File: src/rtl/fifo_pkg.sv
// Shared FIFO definitions: read-mode selectors and the constant log2 helper used for pointer widths.
package fifo_pkg;

    localparam int FIFO_MODE_STD  = 0;
    localparam int FIFO_MODE_FWFT = 1;

    // Smallest n with 2**n >= value.
    function automatic int clog2(input int value);
        int result;
        result = 0;
        for (int i = 0; i < 31; i++) begin
            if ((1 << i) < value) begin
                result = i + 1;
            end
        end
        return result;
    endfunction

endpackage

File: src/rtl/fifo_mem_2p.sv
// DEPTH x DATA_WIDTH register array: one synchronous write port, one asynchronous read port.
module fifo_mem_2p #(
    parameter int DATA_WIDTH = 8,
    parameter int DEPTH      = 16,
    parameter int ADDR_WIDTH = 4
) (
    input  logic                  clk,
    input  logic                  we,
    input  logic [ADDR_WIDTH-1:0] waddr,
    input  logic [DATA_WIDTH-1:0] wdata,
    input  logic [ADDR_WIDTH-1:0] raddr,
    output logic [DATA_WIDTH-1:0] rdata
);

    logic [DATA_WIDTH-1:0] mem [DEPTH];

    always_ff @(posedge clk) begin
        if (we) begin
            mem[waddr] <= wdata;
        end
    end

    assign rdata = mem[raddr];

endmodule

File: src/rtl/sync_fifo_flags.sv
// Single-clock FIFO with occupancy count, programmable almost flags, sticky error flags and an
// optional first-word-fall-through read mode.
module sync_fifo_flags
    import fifo_pkg::*;
#(
    parameter int  DATA_WIDTH = 8,
    parameter int  DEPTH      = 16,
    parameter int  AF_THRESH  = DEPTH - 2,
    parameter int  AE_THRESH  = 2,
    parameter int  FWFT       = FIFO_MODE_STD,
    localparam int PTR_WIDTH  = clog2(DEPTH)
) (
    input  logic                  clk,
    input  logic                  rst_n,
    input  logic                  w_en,
    input  logic [DATA_WIDTH-1:0] data_in,
    input  logic                  r_en,
    output logic [DATA_WIDTH-1:0] data_out,
    output logic                  full,
    output logic                  empty,
    output logic                  almost_full,
    output logic                  almost_empty,
    output logic [PTR_WIDTH:0]    count,
    output logic                  overflow,
    output logic                  underflow,
    input  logic                  clr_err
);

    localparam int CW = PTR_WIDTH + 1;
    localparam logic [CW-1:0] CNT_FULL = CW'(DEPTH);
    localparam logic [CW-1:0] AF_LVL   = CW'(AF_THRESH);
    localparam logic [CW-1:0] AE_LVL   = CW'(AE_THRESH);

    logic [PTR_WIDTH:0]    wr_ptr;
    logic [PTR_WIDTH:0]    rd_ptr;
    logic [PTR_WIDTH:0]    rd_ptr_inc;
    logic [PTR_WIDTH-1:0]  mem_raddr;
    logic [DATA_WIDTH-1:0] mem_rdata;
    logic [CW-1:0]         count_next;
    logic [DATA_WIDTH-1:0] data_next;
    logic                  rd_ok;
    logic                  wr_ok;

    // Handshake: a request is accepted on the rising edge where it is high and the FIFO can
    // take it. A read needs a held word; a write needs a free slot, or a read accepted in the
    // same cycle (at full both complete). Refused requests set the matching sticky error.
    assign rd_ok = r_en & ~empty;
    assign wr_ok = w_en & (~full | rd_ok);

    assign rd_ptr_inc = rd_ptr + (PTR_WIDTH + 1)'(1);

    // Standard mode reads the head on the pop edge; FWFT pre-fetches the word behind the head.
    assign mem_raddr = (FWFT == FIFO_MODE_FWFT) ? rd_ptr_inc[PTR_WIDTH-1:0]
                                                : rd_ptr[PTR_WIDTH-1:0];

    fifo_mem_2p #(
        .DATA_WIDTH (DATA_WIDTH),
        .DEPTH      (DEPTH),
        .ADDR_WIDTH (PTR_WIDTH)
    ) u_mem (
        .clk   (clk),
        .we    (wr_ok & rst_n),
        .waddr (wr_ptr[PTR_WIDTH-1:0]),
        .wdata (data_in),
        .raddr (mem_raddr),
        .rdata (mem_rdata)
    );

    always_comb begin
        count_next = count;
        case ({wr_ok, rd_ok})
            2'b10:   count_next = count + CW'(1);
            2'b01:   count_next = count - CW'(1);
            default: count_next = count;
        endcase
    end

    always_comb begin
        data_next = data_out;
        if (FWFT == FIFO_MODE_FWFT) begin
            // The new head comes from data_in whenever it is the word being written this edge.
            if (count_next != '0) begin
                if (empty) begin
                    data_next = data_in;
                end else if (rd_ok) begin
                    data_next = (rd_ptr_inc == wr_ptr) ? data_in : mem_rdata;
                end
            end
        end else if (rd_ok) begin
            data_next = mem_rdata;
        end
    end

    always_ff @(posedge clk) begin
        if (!rst_n) begin
            wr_ptr       <= '0;
            rd_ptr       <= '0;
            count        <= '0;
            data_out     <= '0;
            full         <= 1'b0;
            empty        <= 1'b1;
            almost_full  <= 1'b0;
            almost_empty <= 1'b1;
            overflow     <= 1'b0;
            underflow    <= 1'b0;
        end else begin
            if (wr_ok) begin
                wr_ptr <= wr_ptr + (PTR_WIDTH + 1)'(1);
            end
            if (rd_ok) begin
                rd_ptr <= rd_ptr_inc;
            end
            count        <= count_next;
            data_out     <= data_next;
            full         <= (count_next == CNT_FULL);
            empty        <= (count_next == '0);
            almost_full  <= (count_next >= AF_LVL);
            almost_empty <= (count_next <= AE_LVL);
            // A new error in the same cycle as clr_err leaves the flag set.
            overflow     <= (overflow & ~clr_err) | (w_en & ~wr_ok);
            underflow    <= (underflow & ~clr_err) | (r_en & ~rd_ok);
        end
    end

endmodule
File: config.mk
export PLATFORM = sky130hd
export DESIGN_NAME = sync_fifo_flags
export DESIGN_NICKNAME = d
export VERILOG_FILES = /design/src/rtl/fifo_pkg.sv /design/src/rtl/fifo_mem_2p.sv /design/src/rtl/sync_fifo_flags.sv
export SDC_FILE = /design/constraint.sdc
export NUM_CORES = 1
export LEC_CHECK = 0
export ABC_CLOCK_PERIOD_IN_PS = 3250
export CORE_ASPECT_RATIO = 1.1
export CORE_UTILIZATION = 50
export CTS_BUF_LIST = sky130_fd_sc_hd__clkbuf_4
export CTS_CLUSTER_SIZE = 12
export DETAILED_ROUTE_END_ITERATION = 7
export GPL_TIMING_DRIVEN = 0
export PLACE_DENSITY = 0.67
export SLEW_MARGIN = 20
export SYNTH_ARGS = -nofsm -noshare
export SYNTH_HDL_FRONTEND = slang
export SYNTH_SLANG_ARGS = --single-unit
File: constraint.sdc
create_clock -name clk -period 3.25 [get_ports clk]
set_clock_uncertainty 0.1 [all_clocks]
set_input_delay 0.65 -clock clk [delete_from_list [all_inputs] [get_ports clk]]
set_output_delay 0.65 -clock clk [all_outputs]
set_load 0.02 [all_outputs]
==> results.md <==
### STA
* 0 — Setup Viol. Count Final
* 3.04 ns — Min Clock Period, post-route
* 329 MHz — f_max
* 42.7% — max-slew headroom at the worst pin
* 0.857 ns — transition time of the tightest slew-check pin
* true — RSZ-0062 raised after global routing
* 0 — number of max-slew violations in the final report
* 93.5% — crit share post-route
* 0.210 ns — worst setup slack after layout
* 0 — final hold vios

### Final layout
* 21.8% — proportion of layout cells with a drive suffix above 1
* 128 x sky130_fd_sc_hd__edfxtp_1, 32 x sky130_fd_sc_hd__mux4_2, 31 x sky130_fd_sc_hd__clkdlybuf4s50_1, 29 x sky130_fd_sc_hd__nor2_1, 27 x sky130_fd_sc_hd__dfxtp_1 — highest-count cells in the layout ignoring fill and taps
* 0 — antenna cell count
* 940 — count of filler cells inserted in the layout
* 423 — Post-layout nets
* 567 — Layout Cells excl Fill
* 13.5% — Area Overhead vs Synth
* sky130_fd_sc_hd__edfxtp_1 — most frequent standard cell in the layout excluding fill and tap cells

### Global route
* 0 — number of antenna violations at the first check in global routing
* 17 — maximum number of pins on one net before global-route repair
* 3297 — number of global-route vias before repair
* 20.5% — Tot GR Track Use
* 0 — Overflow after GRT
* 18.5 mm — global-route wire length before repair

### Floorplanning
* 51.2% — starting utilization of the core area
* 42 — count of standard-cell rows
* 118 um — die height
* 12000 um^2 — core area
* 108 um — die width
* 12800 um^2 — Die Area
* 32 — count of boundary I/O pins

### Placed design
* -0.944 ns — setup slack after placement
* 536 — number of cells in the design after placement
* 7.94 mm — Final HPWL DP
* 0.802 — global placement routability congestion
* 31 — total of buffers placed on input and output ports

### Setup path
* buffers and inverters — Largest delay share family, worst path
* 9 — Max Fanout on Critical Path
* 3.38 ns — data arrival time at the worst-slack endpoint
* primary input — Setup crit start kind
* sky130_fd_sc_hd__clkdlybuf4s50_1 — critical-path cell with the highest stage delay
* flip-flop — kind of capture point of the worst setup path
* sky130_fd_sc_hd__ha_1 — Most Frequent Cell on Critical Path
* clkdlybuf4s50_1, nand2b_1, a21boi_4, inv_1, ha_1, buf_2, xor2_1, ha_1, a21o_1, and2_1, o211ai_1, xnor2_2, nor4bb_1 — critical path cell sequence
* 3.59 ns — worst endpoint required time
* in -> reg — WS Path Type
* 0.51 ns — Critical Path Max Stage Delay
* 3 — Bufs and invs on worst path
* 0.40 ns — reg-to-reg slack, setup

### Routing
* 3270 — routed via count
* 21.5 um — Routed wire per std cell
* 215 — First DRT Iteration DRCs
* 5 — drt first pass iters
* 0 — number of remaining DRC errors
* 12.2 mm — wirelength, routed
* 0 — number of nets with antenna violations after routing
* 5.77 — Vias/cell

### Clock network
* 4 — CTS H-tree lvls
* 17 — CTS buffer count
* sky130_fd_sc_hd__clkbuf_4 — clk root buf
* 155 — Clock Sink Count
* built — CTS tree
* 2 — worst-case clock buffer depth
* 0.52 ns — clk_lat worst skew
* 0.12 ns — Clk pin slew, worst setup/hold paths

### Yosys
* 71.2% — sequential element share of the synthesized area
* 351 — gate count after technology mapping
* 41 — Synth cell types
* 155 — number of register bits inferred by synthesis
* 6160 um^2 — Post-Syn Area
* 0% — fraction of synthesis flops using an asynchronous set or reset pin
* 62.4% — Synth top area share
* sky130_fd_sc_hd__edfxtp_1 62%, sky130_fd_sc_hd__mux4_2 12%, sky130_fd_sc_hd__dfxtp_1 8.8% — top cells by area, synth
* sky130_fd_sc_hd__edfxtp_1 — most used flip-flop cell after synthesis
* 17.5 um^2 — Post-Syn Area per Cell
* 0 — Synth Warn #
* sky130_fd_sc_hd__edfxtp_1 — leading area contributor after synthesis
* 372 — Post-Synthesis Net Count
* 128 — number of flops mapped to enable cells by yosys

### Worst hold path
* reg -> reg — Hold Path Class

### Power and ir drop
* 2.27 nW — total leakage power
* 0.000309 V — maximum resistive drop on vdd
* 595 nW/um^2 — power density over cell area

### Run status
* completed — run status

### Job
* 0 — max-cap violation count

state kept, by name (all words and copies together), names as in the netlist, 4 cells and up:
register,count
u_mem.mem,128
wr_ptr,4
rd_ptr,4
data_out,8
count,5
logic make-up (layout without fill, tap and decap cells):
logic type	after synthesis	count (layout)	synth area share, %
xor gates and xnor gates	10	10	1.42
adders and majority gates	8	8	1.63
muxes	33	33	11.9
DFF	155	155	71.2
AOI/OAI and AO/OA	53	53	6.40
buffers and inverters	27	89	2.28
and+or+nand+nor	65	65	5.20
layer usage:
metal / up-vias / share of wire, % / GRT usage, % / wire, um
met3: 14 / 5.3 / 5.52 / 649
li1: 1490 / - / - / -
met5: - / 0 / 0 / 0
met2: 114 / 49 / 31.5 / 5960
met4: 0 / 2.2 / 7.79 / 268
met1: 1652 / 44 / 28.1 / 5300
worst reg2reg max path: stages, from the launching register on:
cell and delay, ns:
sky130_fd_sc_hd__dfxtp_1 0.39, sky130_fd_sc_hd__nand2b_1 0.23, sky130_fd_sc_hd__inv_1 0.19, sky130_fd_sc_hd__ha_1 0.23, sky130_fd_sc_hd__buf_2 0.17, sky130_fd_sc_hd__xor2_1 0.17
sky130_fd_sc_hd__ha_1 0.21, sky130_fd_sc_hd__a21o_1 0.17, sky130_fd_sc_hd__and2_1 0.17, sky130_fd_sc_hd__o211ai_1 0.26, sky130_fd_sc_hd__xnor2_2 0.20, sky130_fd_sc_hd__nor4bb_1 0.29
power by group:
part	leakage (nW)	total [mW]	switching (mW)	internal (mW)
logic	0.746	0.746	0.390	0.356
clock network	0.149	1.15	0.610	0.541
registers	1.37	2.26	0.0493	2.21
total	2.27	4.16	1.05	3.11
cell type report:
type / count / area (um^2) / area share (%)
Sequential cell: 155 / 4380 / 62.7
Multi-Input combinational cell: 169 / 1680 / 24.0
Clock inverter: 10 / 126 / 1.81
Tap cell: 154 / 193 / 2.76
Buffer: 20 / 114 / 1.63
Timing Repair Buffer: 32 / 318 / 4.55
Inverter: 7 / 26.3 / 0.376
Clock buffer: 20 / 150 / 2.15
Yosys cell counts, drive strengths merged, types with 3 or more instances:
cell type    n
clkbuf       9
xor2         6
dfxtp       27
a22oi       18
a31o         8
nor2        29
nor3         5
o41ai        3
inv          7
edfxtp     128
mux4        32
nand2b       4
and2         6
a21oi       12
nand2        8
ha           8
nor2b        3
buf         11
xnor2        4
nand3        5
final timing paths:
check | start | end | depth (start not counted)
max | r_en | full$_SDFF_PN0_ | 13
max reg2reg | empty$_SDFF_PN1_ | full$_SDFF_PN0_ | 11
min | data_out[2]$_SDFFE_PN0P_ | data_out[2]$_SDFFE_PN0P_ | 1
min reg2reg | data_out[2]$_SDFFE_PN0P_ | data_out[2]$_SDFFE_PN0P_ | 1
through the flow:
| stage | hold slack, ns | power [mW] | util (%) | TNS, ns | instance area [um^2] |
|---|---|---|---|---|---|
| CTS | 0.409 | 4.19 | 58.0 | 0 | 6980 |
| global route | 0.435 | 4.33 | 58.1 | -0.0324 | 6990 |
| floorplan | 0.429 | 2.79 | - | 0 | 6160 |
| global placement | 0.371 | 3.03 | 55.3 | -41.69 | 6660 |
| detailed placement | 0.381 | 3.04 | 55.5 | -35.61 | 6680 |
| finish | 0.406 | 4.16 | 58.1 | 0 | 6990 |
what timing repair did:
action	4_1_cts	5_1_grt
hold buffers	0	0
pin swaps	1	0
endpoints found under the setup margin	6	2
resized for setup	2	2
setup buffers	1	0
Power figures use the tool's default switching activity.
